File: src/rtl/gcd_engine_if.sv
// Operand/result bundle between an operand source (master) and gcd_engine (slave).
interface gcd_engine_if #(
  parameter int unsigned WIDTH = 16
);
  logic             start;
  logic [WIDTH-1:0] a_in;
  logic [WIDTH-1:0] b_in;
  logic             busy;
  logic             done;
  logic [WIDTH-1:0] gcd_out;
  logic [WIDTH-1:0] iter_count;
  logic             zero_err;

  modport master (
    output start, a_in, b_in,
    input  busy, done, gcd_out, iter_count, zero_err
  );

  modport slave (
    input  start, a_in, b_in,
    output busy, done, gcd_out, iter_count, zero_err
  );
endinterface

File: src/rtl/gcd_engine.sv
// Subtractive GCD unit: one subtraction per clock, held result with
// iteration count and both-operands-zero flag.
module gcd_engine #(
  parameter int unsigned WIDTH = 16
) (
  input  logic        clk,
  input  logic        rst,
  gcd_engine_if.slave bus
);

  typedef enum logic [1:0] {
    IDLE = 2'd0,
    RUN  = 2'd1,
    DONE = 2'd2
  } state_e;

  state_e           state_q, state_d;
  logic [WIDTH-1:0] a_q, a_d;
  logic [WIDTH-1:0] b_q, b_d;
  logic [WIDTH-1:0] gcd_q, gcd_d;
  logic [WIDTH-1:0] iter_q, iter_d;
  logic             zerr_q, zerr_d;
  logic [WIDTH-1:0] iter_inc;

  // Counter sticks at all-ones rather than wrapping.
  assign iter_inc = (iter_q == '1) ? iter_q : iter_q + 1'b1;

  always_ff @(posedge clk) begin
    if (rst) begin
      state_q <= IDLE;
      a_q     <= '0;
      b_q     <= '0;
      gcd_q   <= '0;
      iter_q  <= '0;
      zerr_q  <= 1'b0;
    end else begin
      state_q <= state_d;
      a_q     <= a_d;
      b_q     <= b_d;
      gcd_q   <= gcd_d;
      iter_q  <= iter_d;
      zerr_q  <= zerr_d;
    end
  end

  always_comb begin
    state_d = state_q;
    a_d     = a_q;
    b_d     = b_q;
    gcd_d   = gcd_q;
    iter_d  = iter_q;
    zerr_d  = zerr_q;
    unique case (state_q)
      IDLE, DONE: begin
        if (bus.start) begin
          iter_d = '0;
          if (bus.a_in != '0 && bus.b_in != '0) begin
            a_d     = bus.a_in;
            b_d     = bus.b_in;
            zerr_d  = 1'b0;
            state_d = RUN;
          end else begin
            // With one operand zero the OR is simply the other operand.
            gcd_d   = bus.a_in | bus.b_in;
            zerr_d  = (bus.a_in == '0) && (bus.b_in == '0);
            state_d = DONE;
          end
        end
      end
      RUN: begin
        if (a_q == b_q) begin
          gcd_d   = a_q;
          state_d = DONE;
        end else if (a_q > b_q) begin
          a_d    = a_q - b_q;
          iter_d = iter_inc;
        end else begin
          b_d    = b_q - a_q;
          iter_d = iter_inc;
        end
      end
      default: state_d = IDLE;
    endcase
  end

  assign bus.busy       = (state_q == RUN);
  assign bus.done       = (state_q == DONE);
  assign bus.gcd_out    = gcd_q;
  assign bus.iter_count = iter_q;
  assign bus.zero_err   = zerr_q;

endmodule

File: src/flat_wrapper.sv
// flat-port wrapper written by rule: the top's interface ports become plain ports
module gcd_engine_flat 
#(
  parameter int unsigned WIDTH = 16
)
  (clk, rst, bus_start, bus_a_in, bus_b_in, bus_busy, bus_done, bus_gcd_out, bus_iter_count, bus_zero_err);
  gcd_engine_if #(.WIDTH(WIDTH)) bus_i ();
  input  logic clk;
  input  logic rst;
  input wire logic [$bits(bus_i.start)-1:0] bus_start;
  input wire logic [$bits(bus_i.a_in)-1:0] bus_a_in;
  input wire logic [$bits(bus_i.b_in)-1:0] bus_b_in;
  output wire logic [$bits(bus_i.busy)-1:0] bus_busy;
  output wire logic [$bits(bus_i.done)-1:0] bus_done;
  output wire logic [$bits(bus_i.gcd_out)-1:0] bus_gcd_out;
  output wire logic [$bits(bus_i.iter_count)-1:0] bus_iter_count;
  output wire logic [$bits(bus_i.zero_err)-1:0] bus_zero_err;
  assign bus_i.start = bus_start;
  assign bus_i.a_in = bus_a_in;
  assign bus_i.b_in = bus_b_in;
  assign bus_busy = bus_i.busy;
  assign bus_done = bus_i.done;
  assign bus_gcd_out = bus_i.gcd_out;
  assign bus_iter_count = bus_i.iter_count;
  assign bus_zero_err = bus_i.zero_err;
  gcd_engine #(.WIDTH(WIDTH)) u_core (.clk(clk), .rst(rst), .bus(bus_i));
endmodule
File: config.mk
export PLATFORM = sky130hd
export DESIGN_NAME = gcd_engine_flat
export DESIGN_NICKNAME = d
export VERILOG_FILES = /design/src/rtl/gcd_engine_if.sv /design/src/rtl/gcd_engine.sv /design/src/flat_wrapper.sv
export SDC_FILE = /design/constraint.sdc
export NUM_CORES = 1
export LEC_CHECK = 0
export BUFFER_PORTS_ARGS = -buffer_cell sky130_fd_sc_hd__buf_2
export CORE_UTILIZATION = 45
export CTS_CLUSTER_SIZE = 8
export DETAILED_ROUTE_END_ITERATION = 16
export PLACE_DENSITY = 0.65
export SYNTH_ARGS = -nofsm -noshare
export SYNTH_HDL_FRONTEND = slang
export SYNTH_SLANG_ARGS = --single-unit
File: constraint.sdc
create_clock -name clk -period 3.2 [get_ports clk]
set_input_delay 0 -clock clk [delete_from_list [all_inputs] [get_ports clk]]
set_output_delay 0 -clock clk [all_outputs]
set_load 0.02 [all_outputs]
# After elaboration in Yosys (flattened, before gate mapping)

Cells that the tools add are included.

Register bits after elaboration: 67
Latch bits: 0
Bits in writable memories: 0
ROM bits: 0
Bits of input ports: 35
Output and inout bits: 35
Logic and storage cells: 61
Memories kept: 0

$add $sub $neg: 3
Multipliers: 0
Divide/modulo/power cells: 0
Magnitude comparators: 1
Equal/unequal tests: 12
Shift-type cells: 0
Multiplexer cells: 23
Bitwise logic cells: 1
Reductions and logical operators: 15

Operators with widths:

| cell                  | number |
|---|---|
| $mux 16               | 14 |
| $pmux 16 s2           | 4 |
| $logic_not 16->1      | 2 |
| $reduce_bool 16->1    | 2 |
| $sub 16x16->16        | 2 |
| $add 16x1->16 const B | 1 |
| $eq 16x16->1          | 1 |
| $eq 16x16->1 const B  | 1 |
| $gt 16x16->1          | 1 |
| $or 16x16->16         | 1 |
| $ne 2x2->1 const B    | 5 |
| $reduce_and 5->1      | 2 |
| $reduce_and 4->1      | 2 |
| $mux 2                | 3 |
| $ne 2x1->1 const B    | 3 |
| $pmux 2 s2            | 1 |
| $reduce_and 2->1      | 2 |
| $eq 2x1->1 const B    | 1 |
| $eq 2x2->1 const B    | 1 |
| $logic_and 1x1->1     | 2 |
| $logic_not 2->1       | 1 |
| $reduce_bool 2->1     | 1 |
| $reduce_or 2->1       | 1 |
| $mux 1                | 1 |

# Logic depth before layout (Yosys ltp)

Gate-level depths: netlist of run 1.

Depth in word-level cells: 5
Depth in mapped cells: 11
Mapped depth without buffers: 9

# Least setup slack after synthesis of run 1

OpenSTA, ideal clock, no wires.

Path kind: register -> register
Start point: register u_core.b_q[2]
End point: register u_core.b_q[6]
Setup time: 0.133 ns
Arrival time: 2.358 ns
Data required time: 3.067 ns
Slack: 0.710 ns
Cell stages (with the launch flop): 12
Buffers on the path: 3
Clock period less this slack: 2.490 ns
Path through: dfxtp_1 -> inv_1 -> ha_1 -> buf_6 -> nor2b_4 -> o31ai_4 -> a31oi_4 -> or4_1 -> buf_2 -> buf_6 -> a221oi_4 -> a211oi_2

Cells in the longest elaborated chain, start to end: 4
Elaborated cells on any way between the ends: 9
Classes of those cells: add/sub: 1; order compare: 1; eq/ne: 3; mux: 3; reduce/logical: 1

Ends and longest elaborated chain:

| what                     | RTL line         | source |
|---|---|---|
| start: declaration       | gcd_engine.sv:19 | `logic [WIDTH-1:0] b_q, b_d;` |
| start signal: assignment | gcd_engine.sv:32 | `b_q <= '0;` |
| start signal: assignment | gcd_engine.sv:39 | `b_q <= b_d;` |
| $sub 16x16->16           | gcd_engine.sv:78 | `b_d = b_q - a_q;` |
| $mux 16                  | gcd_engine.sv:74 | `end else if (a_q > b_q) begin` |
| $mux 16                  | gcd_engine.sv:71 | `if (a_q == b_q) begin` |
| $pmux 16 s2              | gcd_engine.sv:53 | `unique case (state_q)` |

Several ways; a longest one is shown, not always the timed one. The select of a mux whose other input is x is not followed.
A chain may end at the register's enable or synchronous reset.

# Final worst setup path of run 1

Start point: register u_core.b_q[2]
End point: register u_core.b_q[0]

Cells in the longest elaborated chain, start to end: 3
Elaborated cells on any way between the ends: 5
Classes of those cells: order compare: 1; eq/ne: 3; reduce/logical: 1

Ends and longest elaborated chain:

| what                                         | RTL line |
|---|---|
| $gt 16x16->1 or $eq 16x16->1 (tied branches) | gcd_engine.sv:74, gcd_engine.sv:71 |
| $ne 2x2->1 (no source line)                  | n/a |
| $reduce_and 5->1 (no source line) *          | n/a |

Mark *: on every way between the ends. The rest lies on a longest branch, timed or not.

==> flow_summary.yaml, run 1 <==
run_status:
  outcome: "finished clean"
setup_path:
  endpoint_kind: "register"
  rr_worst_depth: 8
  required_ns: 3.44
  r2r_start: "u_core.b_q[2]"
  crit_family: "simple AND/OR/NAND/NOR gates"
  worst_setup_path_start_kind: "register"
  crit_buf_inv: 1
  path_cells: "inv_1 -> ha_1 -> nor2b_4 -> o31ai_4 -> a31oi_4 -> or4_1 -> a221oi_1 -> a211oi_1"
  worstReg2RegEnd: "u_core.b_q[0]"
  reg2reg_slack_ns: 0.25
  cp_max_fo: 14
  arrival_ns: 3.18
  crit_type: "reg2reg"
  critPathMaxStageDelay_ns: 0.87
  cpMaxStageDelayCell: "or4_1"
yosys:
  synthArstFlopShare: 0
  post-synth-top-count-cell: "dfxtp_1"
  syn_area_mm2: 0.004972
  ys_ff_latch: 67
  synth_common_cells: "dfxtp_1, nand2_1, a21oi_1, nor3_1, inv_1"
  synth_edf_count: 0
  ys_seq_area_frac: 0.2698
  syn_area_per_cell_um2: 7.709
  synth.distinct_cells: 69
  syn-num-nets: 714
  ys_top_cells_by_area: "dfxtp_1, ha_1, a21oi_1"
  yosysWarnings: 0
  syn_inst: 645
  yosys.area.top_type: "dfxtp_1"
  ys.flop_type: "dfxtp_1"
  synth_top_area_share: 0.2698
timing:
  fin_crit_sh: 0.9211
  fin_worst_hold_slack_ns: 0.02483
  hold_violations: 0
  drv_slew: 0
  slew_headroom: 0.5117
  fin_crit_ns: 2.948
  setup_tns_ns: 0
  rsz0062_at_grt: "false"
  tightestPinTransition_ns: 0.7324
  setup_viol: 0
  skew_ns: 0.01309
  clock.fmax_ghz: 0.3393
clock_network:
  clockBufferDepth: 2
  path_clk_slew_ns: 0.09
  clockRootBuffer: "clkbuf_8"
  clock-sinks: 67
  cts_tree: "done"
  insertion_delay_ns: 0.38
  numCtsBuffers: 9
  htree_levels: 3
detailed_routing:
  vias_per_cell: 6.253
  drc_errors: 0
  drt-total-wl_um: 17040
  vias: 5409
  dr.pass1.iters: 5
  wire_per_inst_um: 19.70
  ant_nets: 0
  drt_iter0_drc: 472
finish:
  fillers: 1015
  fin_nets: 789
  antenna_cells: 0
  finish.utilization: 0.5384
  final_cells: 865
  synthToLayoutAreaGrowth_pct: 16.86
  drive_gt1_frac: 0.1724
place:
  place_hpwl_um: 12230
  placed_cells: 830
  port_buffers: 69
  gp_congestion: 0.9483
worst_hold_path:
  hp-class: "in2reg"
  min_from: "bus_a_in[3]"
  min_to: "u_core.a_q[3]"
  hold_path_depth: 3
die:
  dieWidth_um: 107.1
  floorplan.initialDensity: 0.4607
  ios: 70
  dieArea_mm2: 0.01147
  rows: 38
  core_area_mm2: 0.01079
  die_y_um: 107.1
run:
  maxCapViolCount: 0
global_route:
  grt_pass1_wl_um: 26690
  grt_max_degree: 55
  overflow: 0
  grt_util_all_layers: 0.3045
  grt_pass1_vias: 5059
  antenna_found_initial: 0
pwr:
  vdd_ir_drop_max_v: 0.0003414
  power_uw: 4767
  p_leak_uw: 0.002288
  power_density_mw_per_mm2: 820.3
[flip-flops by register name, summed over array words and instances (netlist names)]
register               cells
u_core.bus.gcd_out        16
u_core.b_q                16
u_core.state_q             2
u_core.bus.iter_count     16
u_core.a_q                16
u_core.bus.zero_err        1
[report_power, final]
| part | internal [uW] | leakage [uW] | switching, uW | total, uW |
|---|---|---|---|---|
| registers | 962 | 0.000548 | 104 | 1070 |
| clock network | 302 | 0.0000924 | 369 | 671 |
| logic | 1130 | 0.00165 | 1900 | 3030 |
| total | 2400 | 0.00229 | 2370 | 4770 |
[placed cells by master, fill, tap and decap left out, types with 3 or more instances in the layout]
cell type,instances
o221ai_1,3
o31ai_1,8
a21oi_1,57
a21o_1,7
nor2_1,38
inv_1,40
dlygate4sd3_1,19
o21ai_0,34
o22ai_1,3
a211o_1,18
or4_1,4
nand2_1,64
nor2b_1,6
nor4_1,12
nand4_1,18
nand3_1,15
o31a_1,3
nor3_1,43
o211ai_1,4
a221oi_1,8
a311oi_1,18
dfxtp_1,67
xor2_1,5
o21a_1,12
mux2i_1,3
a211oi_1,8
buf_2,69
clkinv_2,3
xnor2_1,12
clkbuf_8,10
ha_1,32
and3_1,3
or3_1,12
buf_4,18
[worst register-to-register path: cells and delay by family, from the launching register on]
kind,cells,cell delay (ns)
buffers and inverters,1,0.06
AND/OR/NAND/NOR,2,1.06
AO/OA/AOI/OAI,4,0.95
flip-flops,1,0.34
adder cells (fa/ha/maj),1,0.41
[routing by layer]
| metal | track usage | routed length (um) | share of wire |
|---|---|---|---|
| met1 | 0.3842 | 7074 | 0.42 |
| met2 | 0.4871 | 7751 | 0.45 |
| met3 | 0.05350 | 1417 | 0.083 |
| met4 | 0.1742 | 797 | 0.047 |
| met5 | 0 | 0 | 0 |
[how the worst max path moves through the flow]
stage	from	to	cells after the start
floorplan	u_core.b_q[2]	u_core.b_q[6]	11
global placement	u_core.b_q[9]	u_core.a_q[11]	8
detailed placement	u_core.b_q[9]	u_core.a_q[13]	8
CTS	u_core.b_q[9]	u_core.a_q[2]	8
global route	u_core.b_q[11]	u_core.b_q[5]	8
finish	u_core.b_q[2]	u_core.b_q[0]	8
[final cells by class]
cell class	count	area, um2	area share
multi-input cells	494	3288	0.5659
flip-flops and latches	67	1341	0.2308
repair buffers	106	670.6	0.1154
well taps	140	175.2	0.03015
inverters	42	157.7	0.02713
clock buffers	10	137.6	0.02369
clock inverters	6	40.04	0.006891
[through the flow]
step	setup slack (ns)	area [um2]
2_1_floorplan	0.7096	4972
3_3_place_gp	0.2034	5440
3_5_place_dp	0.1545	5440
4_1_cts	0.1115	5808
5_1_grt	0.05361	5811
6_report	0.2524	5811
[timing repair]
item                                   in CTS  in global routing
setup buffers                               0                  0
endpoints found under the hold margin      19                  0
setup endpoints to repair                   0                  9
hold buffers                               19                  0
gates resized for setup                     0                  1
[logic make-up (layout without fill, tap and decap cells)]
logic type | Yosys count | in the layout | share of synthesized area
XOR/XNOR | 17 | 17 | 0.02994
multiplexers | 3 | 3 | 0.006039
AND/OR/NAND/NOR | 231 | 231 | 0.2323
adder cells (fa/ha/maj) | 34 | 34 | 0.08858
AO/OA/AOI/OAI | 209 | 209 | 0.3027
buffers and inverters | 84 | 164 | 0.07071
flip-flops | 67 | 67 | 0.2698
Note: power is estimated with default switching activity, not from simulation.
==> run 2: changes to the inputs <==
==> constraint.sdc (replaced) <==
create_clock -name clk -period 2.96 [get_ports clk]
set_input_delay 0 -clock clk [delete_from_list [all_inputs] [get_ports clk]]
set_output_delay 0 -clock clk [all_outputs]
set_load 0.02 [all_outputs]
==> run 2 against run 1 <==
Effect of this change: worst setup slack worse by 0.032 ns; critical path depth up 1; core utilization grew 0.77 points; clock-buffer cell count rose by 1; maximum frequency grew 7.6%; first-iteration DRC count is 2.8% lower; total power is 12% higher; combinational power rose by 12%; largest cell class unchanged; highest routed layer unchanged.
==> flow_summary.yaml, run 2 (synthesis gave the netlist of run 1 again) <==
finish:
  fillers: 1017
  synthToLayoutAreaGrowth_pct: 18.52
  finish.utilization: 0.5460
  final_cells: 872
  final_cell_mix: "buf_2, dfxtp_1, nand2_1, a21oi_1, nor3_1"
  layout_commonest_cell: "buf_2"
  drive_gt1_frac: 0.1790
  fin_nets: 797
  antenna_cells: 0
setup_path:
  startpoint: "u_core.b_q[2]"
  cp_max_fo: 14
  rr_worst_depth: 9
  arrival_ns: 2.98
  r2r_start: "u_core.b_q[2]"
  worst_setup_path_start_kind: "register"
  required_ns: 3.20
  crit_type: "reg2reg"
  endpoint_kind: "register"
  reg2reg_slack_ns: 0.22
clock_network:
  cts_setup_buffers: 0
  clockRootBuffer: "clkbuf_8"
  clockBufferDepth: 2
  insertion_delay_ns: 0.37
  cts_tree: "done"
  path_clk_slew_ns: 0.09
  numCtsBuffers: 9
  htree_levels: 3
  clock-sinks: 67
worst_hold_path:
  hp-class: "in2reg"
  hold_path_depth: 3
  min_from: "bus_a_in[13]"
detailed_routing:
  wire_per_inst_um: 19.79
  dr.pass1.iters: 5
  vias: 5462
  drt-total-wl_um: 17260
  drc_errors: 0
  drt_iter0_drc: 459
  ant_nets: 0
  vias_per_cell: 6.264
timing:
  setup_tns_ns: 0
  rsz0062_at_grt: "false"
  skew_ns: 0.01704
  clock.fmax_ghz: 0.3650
  setup_viol: 0
  fin_crit_sh: 0.9256
  tightestPinTransition_ns: 0.9020
  hold_violations: 0
  drv_slew: 0
  fin_crit_ns: 2.740
  fin_worst_hold_slack_ns: 0.02305
  slew_headroom: 0.3986
die:
  ios: 70
  die_y_um: 107.1
  dieWidth_um: 107.1
  dieArea_mm2: 0.01147
  rows: 38
  core_area_mm2: 0.01079
  floorplan.initialDensity: 0.4607
global_route:
  grt_max_degree: 46
  antenna_found_initial: 0
  grt_util_all_layers: 0.3062
  grt_pass1_vias: 5013
  overflow: 0
  grt_pass1_wl_um: 26600
pwr:
  vdd_ir_drop_max_v: 0.0004558
  power_density_mw_per_mm2: 904.5
  p_leak_uw: 0.002334
run:
  maxCapViolCount: 0
place:
  place_hpwl_um: 12470
  gp_congestion: 0.9133
  placed_cells: 839
  port_buffers: 69
run_status:
  outcome: "finished clean"
==> run 2: per-stage QoR <==
step	instance area [um2]	total power [uW]	setup WS, ns
finish	5893	5330	0.2204
global route	5893	5645	0.1003
floorplan	4972	3500	0.4696
CTS	5893	5261	0.2412
global placement	5520	4406	0.3744
detailed placement	5520	4428	0.2598
==> run 2: power breakdown <==
part	switching, uW	internal [uW]
combinational	2090	1300
clock	387	408
sequential	107	1040
total	2580	2750
==> run 2: cell type report <==
type,instances,area (um2),area share
Multi-Input combinational cell,494,3286,0.5575
Sequential cell,67,1341,0.2276
Timing Repair Buffer,114,740.7,0.1257
Tap cell,140,175.2,0.02972
Inverter,42,157.7,0.02675
Clock buffer,11,141.4,0.02399
Clock inverter,4,51.30,0.008705
==> run 2: path summary, 6_finish.rpt <==
kind / end
worst min register to register: u_core.bus.gcd_out[11]
worst max register to register: u_core.a_q[8]
worst min-delay path: u_core.a_q[13]
worst max-delay path: u_core.a_q[8]
==> run 2: routing by layer <==
layer / global-route usage / routed length, um / vias up
met4: 0.1781 / 832 / 0
met2: 0.4797 / 7832 / 252
met1: 0.3953 / 7295 / 2598
met5: 0 / 0 / -
li1: - / - / 2561
met3: 0.05046 / 1295 / 51
==> run 2: worst max-delay path: stages, from the launching register on <==
cell	delay, ns
dfxtp_1	0.34
inv_1	0.06
ha_1	0.43
nand4_1	0.23
o41ai_4	0.50
buf_4	0.21
nor2_1	0.06
o21a_1	0.36
o31ai_1	0.35
a41oi_1	0.06
==> run 2: timing repair <==
action / 4_1_cts / 5_1_grt
resized for setup: 0 / 0
endpoints found under the hold margin: 18 / 0
hold buffers: 18 / 0
==> run 3: changes to the inputs <==
--- a/config.mk
+++ b/config.mk
@@ -5,11 +5,11 @@
 export SDC_FILE = /design/constraint.sdc
 export NUM_CORES = 1
 export LEC_CHECK = 0
+export ABC_AREA = 1
 export BUFFER_PORTS_ARGS = -buffer_cell sky130_fd_sc_hd__buf_2
 export CORE_UTILIZATION = 45
 export CTS_CLUSTER_SIZE = 8
 export DETAILED_ROUTE_END_ITERATION = 16
-export PLACE_DENSITY = 0.65
 export SYNTH_ARGS = -nofsm -noshare
 export SYNTH_HDL_FRONTEND = slang
 export SYNTH_SLANG_ARGS = --single-unit
==> run 3 against run 2 <==
Effect of this change: worst setup slack better by 0.11 ns; total power down 22%; area after synthesis up 11%; worst hold slack worse by 0.0075 ns; critical path depth up 6; clock-buffer cell count up 2; die area up 11%.
==> flow_summary.yaml, run 3 <==
pwr:
  p_leak_uw: 0.003222
  power_uw: 4135
  power_density_mw_per_mm2: 667.2
  vdd_ir_drop_max_v: 0.0003238
detailed_routing:
  dr.pass1.iters: 5
  drc_errors: 0
  wire_per_inst_um: 14.18
  ant_nets: 0
  wl_met3_um: 775
  drt-met1-wl_um: 7875
  route.met2.wl_um: 7352
  vias: 5928
  vias_per_cell: 5.088
  highest_layer: "met4"
  drt-total-wl_um: 16520
  drt_iter0_drc: 336
finish:
  layout_commonest_cell: "nand2_1"
  final_cell_mix: "nand2_1, nor2_1, inv_1, buf_2, dfxtp_1"
  fillers: 1322
  final_cell_area_mm2: 0.006197
  fin_nets: 1083
  synthToLayoutAreaGrowth_pct: 12.11
  final_cells: 1165
  drive_gt1_frac: 0.1061
  antenna_cells: 0
yosys:
  yosys.area.top_type: "dfxtp_1"
  yosys.area_share.simple: 0.4348
  synth_edf_count: 0
  ys_ff_latch: 67
  synth_common_cells: "nand2_1, nor2_1, inv_1, dfxtp_1, nand3_1"
  synth_xor_area_frac: 0.01584
  yosysWarnings: 0
  synthMuxAreaShare: 0
  syn_area_per_cell_um2: 5.770
  synth_top_area_share: 0.2426
  synthArstFlopShare: 0
  synth.distinct_cells: 35
  ys.flop_type: "dfxtp_1"
  ys_top_cells_by_area: "dfxtp_1, nand2_1, nor2_1"
  syn_area_mm2: 0.005528
  post-synth-top-count-cell: "nand2_1"
  synth_compound_area_frac: 0.1025
  synth_fa_ha_area_frac: 0.07967
  ys_seq_area_frac: 0.2426
  synth_top_family_by_area: "simple AND/OR/NAND/NOR gates"
  syn-num-nets: 1027
  syn_inst: 958
worst_hold_path:
  hold_path_depth: 5
  hp-class: "in2reg"
run_status:
  outcome: "finished clean"
clock_network:
  htree_levels: 3
  postCtsResizedCells: 0
  insertion_delay_ns: 0.34
  cts_tree: "done"
  clock-sinks: 67
  clockRootBuffer: "clkbuf_16"
  clockBufferDepth: 2
  path_clk_slew_ns: 0.06
  numCtsBuffers: 9
run:
  maxCapViolCount: 0
global_route:
  grt_pass1_vias: 5559
  grt_util_all_layers: 0.2757
  antenna_found_initial: 0
  overflow: 0
  grt_max_degree: 38
  grt_pass1_wl_um: 27430
setup_path:
  required_ns: 3.20
  arrival_ns: 2.87
  rr_worst_depth: 15
  worst_setup_path_start_kind: "register"
  endpoint_kind: "register"
  cp_max_fo: 22
  crit_buf_inv: 3
  path_depth: 15
  crit_family: "simple AND/OR/NAND/NOR gates"
  path_common_cell: "nand2_1"
  crit_type: "reg2reg"
  critPathMaxStageDelay_ns: 0.41
  cpMaxStageDelayCell: "fa_1"
  path_cells: "inv_1 -> ha_1 -> fa_1 -> inv_1 -> nand3_1 -> nand2_1 -> nand2_1 -> nand2_1 -> nand2_1 -> nand2_1 -> nand2_4 -> nand2_4 -> inv_2 -> nor2_1 -> nor2_1"
place:
  placed_cells: 1149
  gp_congestion: 0.9010
  place_hpwl_um: 12900
  placed_area_mm2: 0.005924
  port_buffers: 69
  pre_cts_slack_ns: 0.3494
die:
  floorplan.initialDensity: 0.4602
  dieArea_mm2: 0.01273
  ios: 70
  core_area_mm2: 0.01201
  rows: 40
  die_y_um: 112.8
  dieWidth_um: 112.8
timing:
  slew_headroom: 0.3649
  rsz0062_at_grt: "false"
  setup_viol: 0
  skew_ns: 0.006246
  fin_crit_sh: 0.8881
  setup_tns_ns: 0
  hold_violations: 0
  clock.fmax_ghz: 0.3804
  fin_ws_ns: 0.3313
  drv_slew: 0
  fin_crit_ns: 2.629
  tightestPinTransition_ns: 0.9492
## run 3: final cells by class
type | count | area (um2) | share of cell area
Sequential cell | 67 | 1341 | 0.2164
Clock inverter | 2 | 12.51 | 0.002019
Clock buffer | 13 | 250.2 | 0.04038
Multi-Input combinational cell | 726 | 3501 | 0.5649
Tap cell | 147 | 183.9 | 0.02968
Timing Repair Buffer | 77 | 407.9 | 0.06582
Inverter | 133 | 500.5 | 0.08076
## run 3: path summary, 6_finish.rpt
path	start	to	slack, ns
hold reg to reg	u_core.bus.gcd_out[7]	u_core.bus.gcd_out[7]	0.48
hold / removal	bus_b_in[6]	u_core.b_q[6]	0.02
setup / recovery	u_core.a_q[0]	u_core.a_q[8]	0.33
setup reg to reg	u_core.a_q[0]	u_core.a_q[8]	0.33
## run 3: kinds of logic after synthesis
group                      after synthesis
and+or+nand+nor                        577
buffers and inverters                  165
xor gates and xnor gates                10
DFF                                     67
adders and majority gates               34
AOI/OAI and AO/OA                      105
## run 3: through the flow
stage / hold WS [ns] / utilization
after global placement: 0.3101 / 0.4932
after floorplan: 0.1645 / -
after detailed placement: 0.3175 / 0.4932
after global routing: 0.05216 / 0.5159
after CTS: 0.008242 / 0.5159
final: 0.01558 / 0.5159
## run 3: power by group
part	switching, uW	internal (uW)
clock network	396	584
logic	1420	666
registers	67.2	1000
total	1880	2250
## run 3: per-layer routing
layer | GRT usage | vias up
met5 | 0 | -
met4 | 0.1342 | 0
met3 | 0.03803 | 30
met2 | 0.4440 | 164
met1 | 0.3631 | 2641
li1 | - | 3093
## run 3: worst min-delay path, stage by stage
cell     delay, ns
buf_2         0.10
nand2_1       0.05
nand2_1       0.06
nor2_1        0.04
nor2_1        0.08
## run 3: timing repair
item / in CTS / in global routing
endpoints found under the hold margin: 1 / 0
hold buffers: 1 / 0
setup buffers: 0 / 0
